**config.mk**
```make
export PLATFORM = sky130hd
export DESIGN_NAME = range_stats_flat
export DESIGN_NICKNAME = d
export VERILOG_FILES = /design/src/rtl/range_stats_if.sv /design/src/rtl/range_stats.sv /design/src/flat_wrapper.sv
export SDC_FILE = /design/constraint.sdc
export NUM_CORES = 1
export LEC_CHECK = 0
export CORE_MARGIN = 5
export CORE_UTILIZATION = 52
export DETAILED_ROUTE_END_ITERATION = 12
export GPL_TIMING_DRIVEN = 1
export PLACE_DENSITY = 0.82
export SETUP_SLACK_MARGIN = 0.5
export SLEW_MARGIN = 0
export SYNTH_ARGS = -nofsm -noshare
export SYNTH_HDL_FRONTEND = slang
export SYNTH_SLANG_ARGS = --single-unit
```
**constraint.sdc**
```tcl
create_clock -name clock -period 3.6 [get_ports clock]
set_input_delay 0.54 -clock clock [delete_from_list [all_inputs] [get_ports clock]]
set_output_delay 0.54 -clock clock [all_outputs]
set_load 0.005 [all_outputs]
```
**src/rtl/range_stats_if.sv**
```systemverilog
// range_stats_if: sample stream and result bundle for range_stats.
// go/finish framing: a sequence opens on the cycle go is first seen high
// in IDLE or ERROR. Every cycle of the sequence presents one sample on
// data_in. The cycle with finish high carries the last sample. There is
// no back-pressure: the engine accepts a sample every cycle it is in RUN.
// done marks the single cycle after the finish edge when the results
// update. state_dbg exposes the FSM state (0 IDLE, 1 RUN, 2 ERROR).
interface range_stats_if #(
  parameter int WIDTH     = 8,
  parameter int CNT_WIDTH = 8
);
  logic                 go;
  logic                 finish;
  logic [WIDTH-1:0]     data_in;
  logic [WIDTH-1:0]     min_out;
  logic [WIDTH-1:0]     max_out;
  logic [WIDTH:0]       range;
  logic [CNT_WIDTH-1:0] count;
  logic                 done;
  logic                 busy;
  logic                 error;
  logic [1:0]           state_dbg;

  modport master (
    output go, finish, data_in,
    input  min_out, max_out, range, count, done, busy, error, state_dbg
  );

  modport slave (
    input  go, finish, data_in,
    output min_out, max_out, range, count, done, busy, error, state_dbg
  );
endinterface

```
**src/rtl/range_stats.sv**
```systemverilog
// range_stats: streaming min/max/range engine with go/finish framing.
// Optional feature macro: RANGE_STATS_COUNT_EN builds the saturating
// sample counter; without it count is tied to 0.
module range_stats #(
  parameter int WIDTH     = 8,
  parameter bit SIGNED    = 1'b0,
  parameter int CNT_WIDTH = 8
) (
  input  logic         clock,
  input  logic         reset,
  range_stats_if.slave bus
);

  localparam logic [1:0] S_IDLE  = 2'd0;
  localparam logic [1:0] S_RUN   = 2'd1;
  localparam logic [1:0] S_ERROR = 2'd2;

  logic [1:0]       state;
  logic [1:0]       state_nxt;
  logic             go_q;
  logic             load;
  logic             take;
  logic             publish;
  logic [WIDTH-1:0] cur_min;
  logic [WIDTH-1:0] cur_max;
  logic [WIDTH-1:0] inc_min;
  logic [WIDTH-1:0] inc_max;
  logic [WIDTH-1:0] min_q;
  logic [WIDTH-1:0] max_q;
  logic [WIDTH:0]   range_q;
  logic             done_q;
  logic             busy_q;
  logic             error_q;

  // a < b under the selected compare mode
  function automatic logic less_than(input logic [WIDTH-1:0] a,
                                     input logic [WIDTH-1:0] b);
    if (SIGNED) return $signed(a) < $signed(b);
    else        return a < b;
  endfunction

  // Widen by one bit so max - min never overflows and stays non-negative
  function automatic logic [WIDTH:0] widen(input logic [WIDTH-1:0] a);
    if (SIGNED) return {a[WIDTH-1], a};
    else        return {1'b0, a};
  endfunction

  // Next-state decode; finish wins over a go re-assertion in RUN
  always_comb begin
    state_nxt = state;
    load      = 1'b0;
    take      = 1'b0;
    publish   = 1'b0;
    case (state)
      S_IDLE: begin
        if (bus.finish) begin
          state_nxt = S_ERROR;
        end else if (bus.go) begin
          load      = 1'b1;
          state_nxt = S_RUN;
        end
      end
      S_RUN: begin
        if (bus.finish) begin
          take      = 1'b1;
          publish   = 1'b1;
          state_nxt = S_IDLE;
        end else if (bus.go && !go_q) begin
          state_nxt = S_ERROR;
        end else begin
          take = 1'b1;
        end
      end
      S_ERROR: begin
        if (bus.go && !bus.finish) begin
          load      = 1'b1;
          state_nxt = S_RUN;
        end
      end
      default: state_nxt = S_IDLE;
    endcase
  end

  // Running extremes with the current sample; equal values keep the old one
  always_comb begin
    inc_min = less_than(bus.data_in, cur_min) ? bus.data_in : cur_min;
    inc_max = less_than(cur_max, bus.data_in) ? bus.data_in : cur_max;
  end

  // FSM state, go history and running extremes
  always_ff @(posedge clock or posedge reset) begin
    if (reset) begin
      state   <= S_IDLE;
      go_q    <= 1'b0;
      cur_min <= '0;
      cur_max <= '0;
    end else begin
      state <= state_nxt;
      go_q  <= bus.go;
      if (load) begin
        cur_min <= bus.data_in;
        cur_max <= bus.data_in;
      end else if (take) begin
        cur_min <= inc_min;
        cur_max <= inc_max;
      end
    end
  end

  // Registered results and status; results hold until the next publish
  always_ff @(posedge clock or posedge reset) begin
    if (reset) begin
      min_q   <= '0;
      max_q   <= '0;
      range_q <= '0;
      done_q  <= 1'b0;
      busy_q  <= 1'b0;
      error_q <= 1'b0;
    end else begin
      done_q  <= publish;
      busy_q  <= (state_nxt == S_RUN);
      error_q <= (state_nxt == S_ERROR);
      if (publish) begin
        min_q   <= inc_min;
        max_q   <= inc_max;
        range_q <= widen(inc_max) - widen(inc_min);
      end
    end
  end

`ifdef RANGE_STATS_COUNT_EN
  logic [CNT_WIDTH-1:0] cur_cnt;
  logic [CNT_WIDTH-1:0] inc_cnt;
  logic [CNT_WIDTH-1:0] count_q;

  // Saturating increment so long sequences pin at all-ones
  always_comb begin
    inc_cnt = (cur_cnt == {CNT_WIDTH{1'b1}}) ? cur_cnt : cur_cnt + CNT_WIDTH'(1);
  end

  // Running sample count and its published copy
  always_ff @(posedge clock or posedge reset) begin
    if (reset) begin
      cur_cnt <= '0;
      count_q <= '0;
    end else begin
      if (load) begin
        cur_cnt <= CNT_WIDTH'(1);
      end else if (take) begin
        cur_cnt <= inc_cnt;
      end
      if (publish) begin
        count_q <= inc_cnt;
      end
    end
  end

  assign bus.count = count_q;
`else
  assign bus.count = '0;
`endif

  assign bus.min_out   = min_q;
  assign bus.max_out   = max_q;
  assign bus.range     = range_q;
  assign bus.done      = done_q;
  assign bus.busy      = busy_q;
  assign bus.error     = error_q;
  assign bus.state_dbg = state;

endmodule
```
**src/flat_wrapper.sv**
```systemverilog
// flat-port wrapper written by rule: the top's interface ports become plain ports
module range_stats_flat 
#(
  parameter int WIDTH     = 8,
  parameter bit SIGNED    = 1'b0,
  parameter int CNT_WIDTH = 8
)
  (clock, reset, bus_go, bus_finish, bus_data_in, bus_min_out, bus_max_out, bus_range, bus_count, bus_done, bus_busy, bus_error, bus_state_dbg);
  range_stats_if #(.WIDTH(WIDTH), .CNT_WIDTH(CNT_WIDTH)) bus_i ();
  input  logic clock;
  input  logic reset;
  input wire logic [$bits(bus_i.go)-1:0] bus_go;
  input wire logic [$bits(bus_i.finish)-1:0] bus_finish;
  input wire logic [$bits(bus_i.data_in)-1:0] bus_data_in;
  output wire logic [$bits(bus_i.min_out)-1:0] bus_min_out;
  output wire logic [$bits(bus_i.max_out)-1:0] bus_max_out;
  output wire logic [$bits(bus_i.range)-1:0] bus_range;
  output wire logic [$bits(bus_i.count)-1:0] bus_count;
  output wire logic [$bits(bus_i.done)-1:0] bus_done;
  output wire logic [$bits(bus_i.busy)-1:0] bus_busy;
  output wire logic [$bits(bus_i.error)-1:0] bus_error;
  output wire logic [$bits(bus_i.state_dbg)-1:0] bus_state_dbg;
  assign bus_i.go = bus_go;
  assign bus_i.finish = bus_finish;
  assign bus_i.data_in = bus_data_in;
  assign bus_min_out = bus_i.min_out;
  assign bus_max_out = bus_i.max_out;
  assign bus_range = bus_i.range;
  assign bus_count = bus_i.count;
  assign bus_done = bus_i.done;
  assign bus_busy = bus_i.busy;
  assign bus_error = bus_i.error;
  assign bus_state_dbg = bus_i.state_dbg;
  range_stats #(.WIDTH(WIDTH), .SIGNED(SIGNED), .CNT_WIDTH(CNT_WIDTH)) u_core (.clock(clock), .reset(reset), .bus(bus_i));
endmodule
```
==> results.md <==
- In the synthesized netlist the async set-or-reset flop fraction comes to 1.00.
- The via density per instance is 5.42.
- The post-route minimum period is 3200 ps.
- The final cell count without fillers is 406.
- The netlist uses 38 different library cells.
- The slack of the worst reg-to-reg path is between 400 and 500 ps.
- Leaving out fill and tap cells, the most frequent cell in the layout is sky130_fd_sc_hd__dfrtp_1.
- The worst hold path passes through 2 cells.
- The placement row count is 26.
- Setup repair after global routing could not meet its margin everywhere.
- The TritonCTS clock tree is yes.
- The cell count of the worst reg-to-reg path is 14.
- The start point of the worst hold path is u_core.bus.min_out[3].
- The die span in x is 82.3 µm.
- The routed design has roughly 7.2 mm of wire.
- The share of the cycle needed by the critical path after routing is 0.888.
- The hold buffer count at CTS is 0.
- In the final routed layout, each cell accounts on average for ~18 µm.
- The number of maximum-capacitance constraint violations is 0.
- The weighted congestion at the end of routability-driven global placement is 0.849.
- The number of placed instances, taps included, is 389.
- In this run the static leakage power is 1.75 nW.
- Of the synthesized area, sequential elements account for 0.433.
- For this block, the via count after detailed routing is between 2,000 and 2,500.
- The relative max-transition margin is 0.349.
- The timing-limited maximum frequency is 313 MHz.
- The clock tree buffer depth is 2.
- The number of DRC markers after the initial detailed-route iteration is 78.
- The number of pins exceeding their max-slew limit in the final report was 0.
- The post-route worst setup slack is ~400 ps.
- The first global-routing pass estimated ~11 mm of wire.
- The remaining antenna violation count is 0.
- The tightest min-delay check is of the reg2reg type.
- The worst register-to-register path ends at u_core.bus.range[6].
- The kind of capture point of the worst setup path is a register.
- The final core utilization is 0.775.
- The peak supply drop is 298 µV.
- After detailed placement, the total cell area comes to about 3600 µm².
- Clock tree synthesis found a total of 47 sinks.
- The final antenna diode count is 0.
- The via count of the first global-routing pass came to 2,172.
- During synthesis, Yosys emitted a total of 0 warnings.
- After routing the design area is between 3000 and 4000 µm².
- The flow ran to the end, and the final reports show no timing, DRC or antenna violations.
- The pin count of the biggest net entering global routing is 48.
- The number of optimization iterations in the first detailed-route pass is 4.
- The clock buffer count from CTS is 5.
- The H-tree was split into 2 levels.
- The buffer cell driving the clock tree root is sky130_fd_sc_hd__clkbuf_8.
- The clock latency reported for the late side of the worst-skew pair is 300 ps.
- The kind of start point of the critical path is a register.
- The fill cell total of the finished layout is 319.
- The transition time of the tightest slew-check pin is 976 ps.
- The final HPWL from detailed placement is roughly 4.6 mm.
- The data required time at the worst endpoint is ~3800 ps.
- Synthesis produced between 200 and 250 cells.
- The synthesized netlist occupies a cell area of between 2000 and 3000 µm².
- In the final timing run, aggregate negative setup slack is 0 ps.
- The die covers 6770 µm².
- The library cells used most frequently in the layout, excluding fill and tap cells, are sky130_fd_sc_hd__dfrtp_1 (47), sky130_fd_sc_hd__buf_4 (43), sky130_fd_sc_hd__clkdlybuf4s50_1 (33), sky130_fd_sc_hd__nand2_1 (21), sky130_fd_sc_hd__mux2_2 (17).
- The number of antenna violations at the first check in global routing was 0.
- The final number of setup-violating endpoints is 0.
- The aggregate global routing overflow is 0.
- The layout overhead on the synthesized area is 45.6%.
- At the end of the flow, the number of nets in the layout was between 300 and 400.
- The design draws 2.95 mW.
- Of all nets on the critical path, the largest fanout is 5.
- The power density over cell area is 745 nW/µm².
- During placement, the flow inserted port buffers numbering 41.
- The startpoint-to-endpoint class of the critical path is reg2reg.
- The arrival time at the worst endpoint is 3370 ps.
- The mean instance size in the synthesized netlist is 11.2 µm².
- The path with the worst hold slack has its endpoint at u_core.bus.min_out[3].
- The area of the core is 5110 µm².
- For this run, the leading register cell type out of synthesis is sky130_fd_sc_hd__dfrtp_1.
- The overall routing resource usage is 0.208.
- After clock tree synthesis, the clock-pin slew on the worst setup and hold paths is 90 ps.
- The initial utilization of the core area, before any placement, comes to 0.532.
- The floorplan step set the die height to 82.3 µm.
- Across all hold checks on the routed design, the worst slack comes to just under 500 ps.
- 50 I/O pins were placed.
- The startpoint identified for the worst register-to-register timing path is u_core.cur_min[7].
- The share of cells above drive strength 1 is 0.411.
- The DRC violation count after routing is 0.
- The flop and latch count out of synthesis is 47.
- The final number of hold-violating endpoints came to 0.
- The count of flip-flops with a built-in enable after synthesis is 0.
- The clock arrives with 5.66 ps of skew.
- The placement-stage worst setup slack is -262 ps.
## critical path: stages (launching register included)
cell	delay, ps
sky130_fd_sc_hd__dfrtp_1	380
sky130_fd_sc_hd__inv_1	100
sky130_fd_sc_hd__ha_4	290
sky130_fd_sc_hd__nand4_1	190
sky130_fd_sc_hd__o31ai_4	350
sky130_fd_sc_hd__buf_6	180
sky130_fd_sc_hd__mux2_4	320
sky130_fd_sc_hd__ha_4	170
sky130_fd_sc_hd__inv_2	50
sky130_fd_sc_hd__fa_2	210
sky130_fd_sc_hd__a21o_1	170
sky130_fd_sc_hd__a22o_1	230
sky130_fd_sc_hd__nor3_2	80
sky130_fd_sc_hd__a221oi_2	270
sky130_fd_sc_hd__o21ai_1	80
## registers in the layout, summed over array words and instances, names as in the netlist
| signal | count |
|---|---|
| u_core.bus.range | 9 |
| u_core.bus.state_dbg | 2 |
| u_core.bus.error | 1 |
| u_core.bus.min_out | 8 |
| u_core.go_q | 1 |
| u_core.cur_max | 8 |
| u_core.bus.busy | 1 |
| u_core.cur_min | 8 |
| u_core.bus.max_out | 8 |
| u_core.bus.done | 1 |
## cells by family (layout without fill, tap and decap cells)
kind of cell,count (synthesis),in the layout,synth area share
muxes,42,42,0.179
other,1,8,0.00138
adders and majority gates,23,23,0.109
and+or+nand+nor,47,47,0.0824
xor gates and xnor gates,1,1,0.00322
DFF,47,47,0.433
AOI/OAI and AO/OA,49,49,0.134
buffers and inverters,32,119,0.0580
## where the power goes
group          leakage [nW]  switching, mW  internal [mW]  total, mW
sequential            0.569          0.136          0.714      0.849
combinational          1.13          0.735           1.01       1.74
clock                0.0515          0.179          0.176      0.355
## layer usage
metal	global-route usage	part of all wire
met2	0.359	0.51
met1	0.262	0.43
met4	0.0698	0.023
met3	0.0347	0.040
met5	0	0
## cell type report
| cell class | instances | area, µm² | share of cell area |
|---|---|---|---|
| Sequential cell | 47 | 1180 | 0.297 |
| Tap cell | 70 | 87.6 | 0.0221 |
| Timing Repair Buffer | 91 | 779 | 0.197 |
| Inverter | 20 | 100 | 0.0253 |
| Multi-Input combinational cell | 170 | 1710 | 0.433 |
| Clock buffer | 8 | 100 | 0.0253 |
## worst max-delay path by stage
stage / from / end / slack [ps] / depth (start not counted)
floorplan: bus_data_in[3] / u_core.bus.range[6] / 400 / 14
global placement: bus_data_in[3] / u_core.bus.range[7] / -170 / 14
detailed placement: bus_data_in[3] / u_core.bus.range[7] / -260 / 14
CTS: bus_data_in[4] / u_core.bus.range[6] / 500 / 14
global route: u_core.cur_min[7] / u_core.bus.range[6] / 250 / 14
finish: u_core.cur_min[7] / u_core.bus.range[6] / 400 / 14
## repair_timing
item	CTS	global route
hold endpoints to repair	0	0
pin swaps	12	17
endpoints found under the setup margin	7	5
buffers inserted	4	5
gates resized for setup	40	25
## synthesized netlist by cell type (3+ instances only)
| library cell | count | area [µm²] |
|---|---|---|
| sky130_fd_sc_hd__mux2_4 | 9 | 135 |
| sky130_fd_sc_hd__nand2b_1 | 4 | 25.0 |
| sky130_fd_sc_hd__dfrtp_1 | 47 | 1180 |
| sky130_fd_sc_hd__nor2_1 | 6 | 22.5 |
| sky130_fd_sc_hd__mux2_2 | 17 | 191 |
| sky130_fd_sc_hd__nand2_1 | 21 | 78.8 |
| sky130_fd_sc_hd__a21oi_1 | 9 | 45.0 |
| sky130_fd_sc_hd__o21ai_0 | 16 | 80.1 |
| sky130_fd_sc_hd__ha_1 | 22 | 275 |
| sky130_fd_sc_hd__inv_1 | 19 | 71.3 |
| sky130_fd_sc_hd__o21a_1 | 7 | 52.6 |
| sky130_fd_sc_hd__clkbuf_1 | 3 | 11.3 |
| sky130_fd_sc_hd__nor3_1 | 4 | 20.0 |
| sky130_fd_sc_hd__o31ai_1 | 4 | 30.0 |
| sky130_fd_sc_hd__buf_4 | 8 | 60.1 |
| sky130_fd_sc_hd__mux2i_1 | 16 | 160 |
(Power assumes the default switching activity.)
